$ cat config.mk
export PLATFORM = sky130hd
export DESIGN_NAME = regfile_wb_arbiter
export DESIGN_NICKNAME = d
export VERILOG_FILES = /design/src/rtl/regfile_wb_arbiter.sv
export SDC_FILE = /design/constraint.sdc
export NUM_CORES = 1
export LEC_CHECK = 0
export BUFFER_PORTS_ARGS = -buffer_cell sky130_fd_sc_hd__buf_2
export CAP_MARGIN = 0
export CORE_ASPECT_RATIO = 0.5
export CORE_MARGIN = 5
export CORE_UTILIZATION = 57
export DETAILED_ROUTE_END_ITERATION = 10
export GPL_TIMING_DRIVEN = 0
export PLACE_DENSITY_LB_ADDON = 0.05
export REMOVE_ABC_BUFFERS = 1
export SLEW_MARGIN = 0
export SYNTH_ARGS = -nofsm -noshare
export SYNTH_HDL_FRONTEND = slang
export SYNTH_SLANG_ARGS = --single-unit
export TNS_END_PERCENT = 10
$ cat constraint.sdc
create_clock -name clk -period 3.95 [get_ports clk]
set_clock_uncertainty 0.05 [all_clocks]
set_input_delay 0.5925 -clock clk [delete_from_list [all_inputs] [get_ports clk]]
set_output_delay 0.5925 -clock clk [all_outputs]
set_load 0.01 [all_outputs]
$ cat src/rtl/regfile_wb_arbiter.sv
// Register-file write-port arbiter.
// Merges single-cycle ALU writebacks (source A) with long-latency
// load/mul/div writebacks (source B) onto one registered write port.
// B results wait in a small FIFO. An accepted A write to a register kills
// any older queued B write to that register, so per-register ordering holds.
// A starvation counter periodically forces the B head through.
module regfile_wb_arbiter #(
    parameter int DATA_W     = 32,
    parameter int ADDR_W     = 5,
    parameter int QDEPTH     = 4,
    parameter int STARVE_MAX = 8
) (
    input  logic                        clk,
    input  logic                        rst_n,
    input  logic                        a_valid,
    output logic                        a_ready,
    input  logic [ADDR_W-1:0]           a_addr,
    input  logic [DATA_W-1:0]           a_data,
    input  logic                        b_valid,
    output logic                        b_ready,
    input  logic [ADDR_W-1:0]           b_addr,
    input  logic [DATA_W-1:0]           b_data,
    output logic                        wb_regwrite,
    output logic [ADDR_W-1:0]           wb_addr,
    output logic [DATA_W-1:0]           wb_data,
    output logic [(2**ADDR_W)-1:0]      pending_mask,
    output logic [$clog2(QDEPTH):0]     q_count
);

    localparam int PTR_W = $clog2(QDEPTH);
    localparam int CNT_W = PTR_W + 1;
    localparam int SC_W  = $clog2(STARVE_MAX + 1);

    logic [QDEPTH-1:0] slot_valid;
    logic [ADDR_W-1:0] slot_addr [QDEPTH];
    logic [DATA_W-1:0] slot_data [QDEPTH];
    logic [PTR_W-1:0]  rd_ptr;
    logic [PTR_W-1:0]  wr_ptr;
    logic [CNT_W-1:0]  count;
    logic [SC_W-1:0]   starve_cnt;

    logic q_empty;
    logic q_full;
    logic head_valid;
    logic force_b;
    logic a_write;
    logic pop;
    logic pop_write;
    logic push;

    assign q_empty    = (count == '0);
    assign q_full     = (count == CNT_W'(QDEPTH));
    assign head_valid = !q_empty && slot_valid[rd_ptr];
    assign force_b    = (starve_cnt == SC_W'(STARVE_MAX)) && head_valid;

    assign a_ready = !force_b;
    // Depends only on registered occupancy: a same-cycle pop never frees room.
    assign b_ready = !q_full;

    // Address 0 is hard-wired, so requests to it are accepted but never write.
    assign a_write   = a_valid && a_ready && (a_addr != '0);
    // A killed head always leaves; a live head leaves only when A is not writing.
    assign pop       = !q_empty && (!slot_valid[rd_ptr] || !a_write);
    assign pop_write = pop && slot_valid[rd_ptr];
    // A same-cycle A write to the same register is younger, so the B write is dropped.
    assign push      = b_valid && b_ready && (b_addr != '0) &&
                       !(a_write && (b_addr == a_addr));

    assign q_count = count;

    // Pending mask: one bit per register targeted by a live queued slot.
    always_comb begin
        // NOTE: default first so every path assigns the output and no latch is inferred.
        pending_mask = '0;
        for (int i = 0; i < QDEPTH; i++) begin
            if (slot_valid[i]) pending_mask[slot_addr[i]] = 1'b1;
        end
    end

    // Queue control: valid bits, pointers, occupancy and starvation counter.
    always_ff @(posedge clk or negedge rst_n) begin
        if (!rst_n) begin
            slot_valid <= '0;
            rd_ptr     <= '0;
            wr_ptr     <= '0;
            count      <= '0;
            starve_cnt <= '0;
        end else begin
            // NOTE: non-blocking assignments, so later writes to the same bit in this
            // block win and every read above sees the pre-edge state.
            for (int i = 0; i < QDEPTH; i++) begin
                if (a_write && slot_valid[i] && (slot_addr[i] == a_addr))
                    slot_valid[i] <= 1'b0;
            end
            if (pop) begin
                slot_valid[rd_ptr] <= 1'b0;
                rd_ptr             <= rd_ptr + PTR_W'(1);
            end
            if (push) begin
                slot_valid[wr_ptr] <= 1'b1;
                wr_ptr             <= wr_ptr + PTR_W'(1);
            end
            count <= count + CNT_W'(push) - CNT_W'(pop);
            if (head_valid && !pop)
                starve_cnt <= (starve_cnt == SC_W'(STARVE_MAX)) ? starve_cnt
                                                                : starve_cnt + SC_W'(1);
            else
                starve_cnt <= '0;
        end
    end

    // Queue payload storage: written on push only.
    always_ff @(posedge clk) begin
        // NOTE: payload has no reset; a slot is only ever read while its valid bit is set.
        if (push) begin
            slot_addr[wr_ptr] <= b_addr;
            slot_data[wr_ptr] <= b_data;
        end
    end

    // Registered write port: A first, then the live queue head, else idle.
    always_ff @(posedge clk or negedge rst_n) begin
        if (!rst_n) begin
            wb_regwrite <= 1'b0;
            wb_addr     <= '0;
            wb_data     <= '0;
        end else if (a_write) begin
            wb_regwrite <= 1'b1;
            wb_addr     <= a_addr;
            wb_data     <= a_data;
        end else if (pop_write) begin
            wb_regwrite <= 1'b1;
            wb_addr     <= slot_addr[rd_ptr];
            wb_data     <= slot_data[rd_ptr];
        end else begin
            wb_regwrite <= 1'b0;
        end
    end

endmodule

# == After elaboration in Yosys (flattened, before gate mapping) ==
# Memories as Yosys holds them, arrays and structs flattened.
# Index checks and enable logic that the tools add are counted.
# totals
ff_bits,53
mem_bits_rw,148
inputBits,78
wordCells,112
mem_count,2
# op_classes
add_sub_neg,5
n_lt_le_gt_ge,12
eq_ne,8
muxes,34
bitwise,6
reduce_logical,37
# mem_list
name,depth,width,rd,rd_clocked_by_memory_dff,write_ports,line_no,source
slot_data,4,32,1,0,1,36,logic [DATA_W-1:0] slot_data [QDEPTH];
slot_addr,4,5,5,0,1,35,logic [ADDR_W-1:0] slot_addr [QDEPTH];
# op_table
operator,count
$mux 32,6
$or 32x32->32,3
$eq 5x5->1,5
$logic_and 1x1->1,25
$lt 5x6->1 const B,4
$demux 1 s5,4
$ge 5x1->1 const B,4
$mux 4,4
$mux 1,15
$mux 5,2
$reduce_bool 5->1,2
$logic_not 1->1,7
$lt 2x3->1 const B,2
$add 2x1->2 const B,2
$add 4x1->4 const B,1
$and 4x4->4,1
$demux 1 s2,2
$eq 4x4->1 const B,1
$ge 2x1->1 const B,2
$not 4->4,1
$or 4x4->4,1
$add 3x1->3,1
$eq 3x3->1 const B,1
$logic_not 3->1,1
5 further kinds,5

# == Depth between registers and ports, before layout ==
# depth
ltp_word,14
mapped_depth,17
mapped_depth_nobuf,14

# == Worst setup path before layout ==
# OpenSTA, ideal clock, no wires.
# synth_path
kind,input-to-reg
start,input a_addr[0]
end,"memory slot_addr[0][0], enable pin"
setup_ns,0.398
arrival_time_ns,2.844
required_ns,3.502
slack_ns,0.658
path_stages,6
cell_sequence,buf_4 or4_4 o211a_1 a41oi_2 buf_2 and2_1
# synth_between
elab_chain_cells,7
word_cells_on_any_way,8
cone_classes,1 x eq/ne; 2 x mux; 5 x reduce/logical
# synth_rtl
element,line_no,source
start: declaration,17,"input logic [ADDR_W-1:0] a_addr,"
$reduce_bool 5->1,61,assign a_write = a_valid && a_ready && (a_addr != '0);
$logic_and 1x1->1,61,
$logic_and 1x1->1 *,67,!(a_write && (b_addr == a_addr));
$logic_not 1->1 *,67,
$logic_and 1x1->1 *,66,assign push = b_valid && b_ready && (b_addr != '0) &&
$mux 1 *,115,if (push) begin
$mux 1 (not written as such) *,116,slot_addr[wr_ptr] <= b_addr;
end: declaration,35,
# Mark *: on every way between the ends. The rest lies on a longest branch, timed or not.

# == Worst setup path in the final report ==
# layout_path
start,register rd_ptr[0]
end,register count[2] (netlist: q_count[2])
# layout_between
elab_chain_cells,12
word_cells_on_any_way,16
cone_classes,2 x add/sub; 2 x mux; 12 x reduce/logical
# layout_rtl
element,line_no,source
start: declaration,37,logic [PTR_W-1:0] rd_ptr;
start signal: assignment,97,rd_ptr <= rd_ptr + PTR_W'(1);
$bmux 1 s2 *,"53, 63",
$mux 1 (not written as such) *,"53, 63",
$logic_and 1x1->1,53,assign head_valid = !q_empty && slot_valid[rd_ptr];
$logic_and 1x1->1,54,assign force_b = (starve_cnt == SC_W'(STARVE_MAX)) && head_valid;
$logic_not 1->1,56,assign a_ready = !force_b;
$logic_and 1x1->1 (2 in series),61,
$logic_and 1x1->1,67,
$logic_not 1->1,67,
$logic_and 1x1->1,66,
$add 3x1->3,103,count <= count + CNT_W'(push) - CNT_W'(pop);
$sub 3x1->3 *,103,
end signal: assignment,103,
end: declaration,39,logic [CNT_W-1:0] count;
# Mark *: on every way between the ends. The rest lies on a longest branch, timed or not. The select of a mux whose other input is x is not followed.
# A chain may end at the register's enable or synchronous reset.

==> results by group <==
Logic synthesis
  • Syn_area_per_cell: 14.17 sq um
  • Top FF cell, synth: edfxtp_1
  • Synth unique cells: 48
  • Post-Syn Area: 0.009707 sq mm
  • Yosys warns: 0
  • Share of the yosys chip area belonging to registers: 59.45%
  • Post-synth EDFFs: 148
  • Post-synthesis async set-or-reset flop share: 26.37%
  • Mapped Cells: 685
  • Synthesis-stage register bit count: 201

Hold path
  • Hold Crit Class: input pin to async pin

Worst setup path
  • Register-to-Register Path Depth: 12
  • Crit path buffers/inverters: 4
  • Reg2reg setup slack: 330 ps
  • Worst R2R End: q_count[2]
  • CP startpoint kind: flip-flop
  • Crit-path most repeated cell: inv_1
  • CP top delay family: adder cells
  • Crit path capture type: flip-flop
  • Critical path class: flip-flop to flip-flop
  • Reg-to-Reg Start: rd_ptr[0]
  • WP data required: 4280 ps
  • Crit-path max FO: 76
  • Worst-path cell chain: mux4_2 -> and3_4 -> inv_6 -> a41oi_4 -> inv_1 -> ha_1 -> inv_1 -> ha_1 -> inv_1 -> fa_1 -> xnor2_1 -> xnor2_1
  • Arr. time, crit path: 3950 ps
  • Slowest CP cell: dfrtp_4
  • CP max stage delay: 640 ps

Placement
  • RePlAce Congestion: 0.9007
  • I/O Buffers: 152
  • Dpl cells: 1,008
  • Hpwl dp: 15.04 mm

Timing
  • Unrepaired setup endpoints after global routing: false
  • Worst-Margin Slew: 1344 ps
  • Crit path time final: 3619 ps
  • Slew Limit Headroom: 10.22%
  • Final Hold Viols: 0
  • Slew Limit Fails: 0
  • Period utilization: 91.61%
  • Fmax: 276.4 MHz
  • Setup-failing EPs final: 0
  • Worst hold margin: 113.1 ps

Global route
  • Gr usage total: 24.54%
  • M1 GR Usage: 35.64%
  • Grt ovf: 0
  • Global routing met2 resource utilization: 39.28%
  • Vias in the first global route: 6,665
  • Antenna violations before repair: 3
  • Largest net degree at the start of global routing: 77
  • Met3 global-route usage: 4.743%
  • GRT busiest layer: met2
  • Wire length of the first global-routing pass: 38.19 mm

Floorplan
  • Die W: 194.6 um
  • IO Pins: 153
  • Starting Density: 58.63%
  • Site row count: 33
  • DIE HEIGHT: 102.3 um
  • DIE AREA: 0.01990 sq mm
  • Core area: 0.01656 sq mm

Outcome
  • Status: finished, violations left
  • Failing checks: DRC

Power
  • Power per standard cell area: 685.9 mW/mm^2
  • Peak VDD IR: 0.3957 mV
  • Leak pwr: 4.482 nW

Detailed routing
  • # DRC: 2
  • TritonRoute pass-1 iters: 11
  • Via/cell ratio: 6.428
  • WL final: 24.82 mm
  • Average wire per standard cell: 23.75 um
  • Initial DRC count: 691
  • Via count: 6,717
  • Antenna Nets Post-Route: 0

Clock network
  • Clock-pin slew of the registers on the worst-case setup and hold paths: 70 ps
  • H-tree levels: 1
  • Number of CTS-inserted buffers: 18
  • Clk sink count: 201
  • CTS tree: done
  • Clk Latency, worst-skew pair: 510 ps
  • Clk buf depth: 3
  • Root Driver: clkbuf_16

Finish
  • Fin nets: 894
  • Area Growth Syn to Fin: 15.52%
  • Final Non-Filler Cells: 1,045
  • Ratio of cells with drive above 1 in the final layout: 30.67%
  • Layout filler cell count: 1,233

Flow run
  • Max-Cap Viols: 0
layer usage:
metal	part of all wire, %	routed length, um	vias up
li1	-	-	2962
met1	44	10910	3400
met2	47	11560	299
met3	7.5	1868	52
met4	1.8	450	4
met5	0.11	27	-
worst reg2reg max path, delay by kind of cell, from the launching register on:
| kind | cells | cell delay (ps) |
|---|---|---|
| fa+ha+maj | 3 | 720 |
| flops | 1 | 640 |
| mux | 1 | 630 |
| buf+inv | 4 | 620 |
| compound gates | 1 | 350 |
| xor+xnor | 2 | 260 |
| simple gates | 1 | 220 |
how the worst max path moves through the flow:
stage          startpoint              end  depth (start not counted)
6_report        rd_ptr[0]       q_count[2]                         12
3_5_place_dp    rd_ptr[0]       q_count[2]                         12
2_1_floorplan   rd_ptr[0]       q_count[2]                         12
4_1_cts         rd_ptr[0]       q_count[2]                         12
3_3_place_gp    rd_ptr[0]  slot_data[2][0]                          5
5_1_grt         rd_ptr[0]       q_count[2]                         12
layout make-up:
cell class	instances	area (sq um)	share of cell area [%]
multi-input cells	403	3591	32.02
well taps	227	284.0	2.533
clock buffers	21	481.7	4.296
diodes	3	7.507	0.06695
inverters	20	80.08	0.7141
clock inverters	11	90.09	0.8034
flip-flops and latches	201	5776	51.51
repair buffers	159	903.4	8.056
cell families after synthesis:
group	count (synthesis)	synth area share, %
multiplexers	40	9.049
buffers and inverters	81	3.777
AO/OA/AOI/OAI	158	13.25
XOR/XNOR	31	2.797
flip-flops	201	59.45
adder cells (fa/ha/maj)	13	1.753
AND/OR/NAND/NOR	161	9.925
metrics by stage:
stage / utilization (%) / TNS (ps) / cell area, sq um / worst slack [ps] / total power, mW
2_1_floorplan: - / -97160 / 9415 / -822.5 / 4.966
3_5_place_dp: 63.86 / -90310 / 10570 / -908.0 / 5.960
6_report: 67.72 / 0 / 11210 / 331.4 / 7.691
4_1_cts: 67.48 / 0 / 11170 / 36.33 / 7.698
5_1_grt: 67.69 / 0 / 11210 / 127.5 / 8.126
3_3_place_gp: 63.18 / -514180 / 10460 / -2751 / 5.891
cells in the mapped netlist (5+ instances only):
library cell / number / area [sq um]
a211o_1: 33 / 289.0
a21boi_0: 27 / 202.7
a21boi_1: 5 / 37.54
a21oi_1: 7 / 35.03
a221o_1: 11 / 110.1
a22oi_1: 13 / 97.59
a2bb2oi_1: 5 / 43.79
a32oi_1: 5 / 43.79
and3_1: 68 / 425.4
buf_2: 11 / 55.05
buf_6: 5 / 56.30
clkbuf_1: 41 / 153.9
dfrtp_1: 53 / 1326
edfxtp_1: 148 / 4444
ha_1: 12 / 150.1
inv_1: 19 / 71.32
mux4_2: 38 / 855.8
nand2_1: 12 / 45.04
nand3_1: 6 / 30.03
nand3b_1: 11 / 82.58
nor2_1: 21 / 78.83
nor3_1: 11 / 55.05
nor3b_1: 8 / 60.06
o211ai_1: 6 / 45.04
o21ai_0: 5 / 25.02
o221ai_1: 20 / 175.2
o22ai_1: 12 / 75.07
or3b_2: 7 / 61.31
xnor2_1: 7 / 61.31
xor2_1: 24 / 210.2
sequential cells by signal (all words and copies together), names as in the netlist:
register     count
wb_data         32
slot_data      128
slot_valid       4
slot_addr       20
starve_cnt       4
wr_ptr           2
wb_regwrite      1
q_count          3
wb_addr          5
rd_ptr           2
cells in the final DEF, fill, tap and decap left out, types with 12 or more instances in the layout:
| master | instances |
|---|---|
| ha_1 | 12 |
| mux4_2 | 38 |
| clkbuf_16 | 18 |
| a21boi_0 | 27 |
| inv_1 | 19 |
| a22oi_1 | 13 |
| buf_2 | 151 |
| a211o_1 | 33 |
| and3_1 | 68 |
| nor2_1 | 21 |
| o221ai_1 | 20 |
| xor2_1 | 24 |
| edfxtp_1 | 148 |
| dfrtp_1 | 51 |
| o22ai_1 | 12 |
where the power goes:
part | total, mW | switching (mW) | leakage [nW] | internal (mW)
registers | 3.25 | 0.377 | 1.98 | 2.87
clock network | 1.70 | 0.803 | 0.277 | 0.895
logic | 2.74 | 1.45 | 2.22 | 1.29
repair_timing:
item	CTS	global route
buffers inserted	1	1
pin swaps	0	0
hold buffers	0	0
resized for setup	3	1
cloned	0	0
hold endpoints to repair	0	0
endpoints found under the setup margin	195	2
Note: power is estimated with default switching activity, not from simulation.
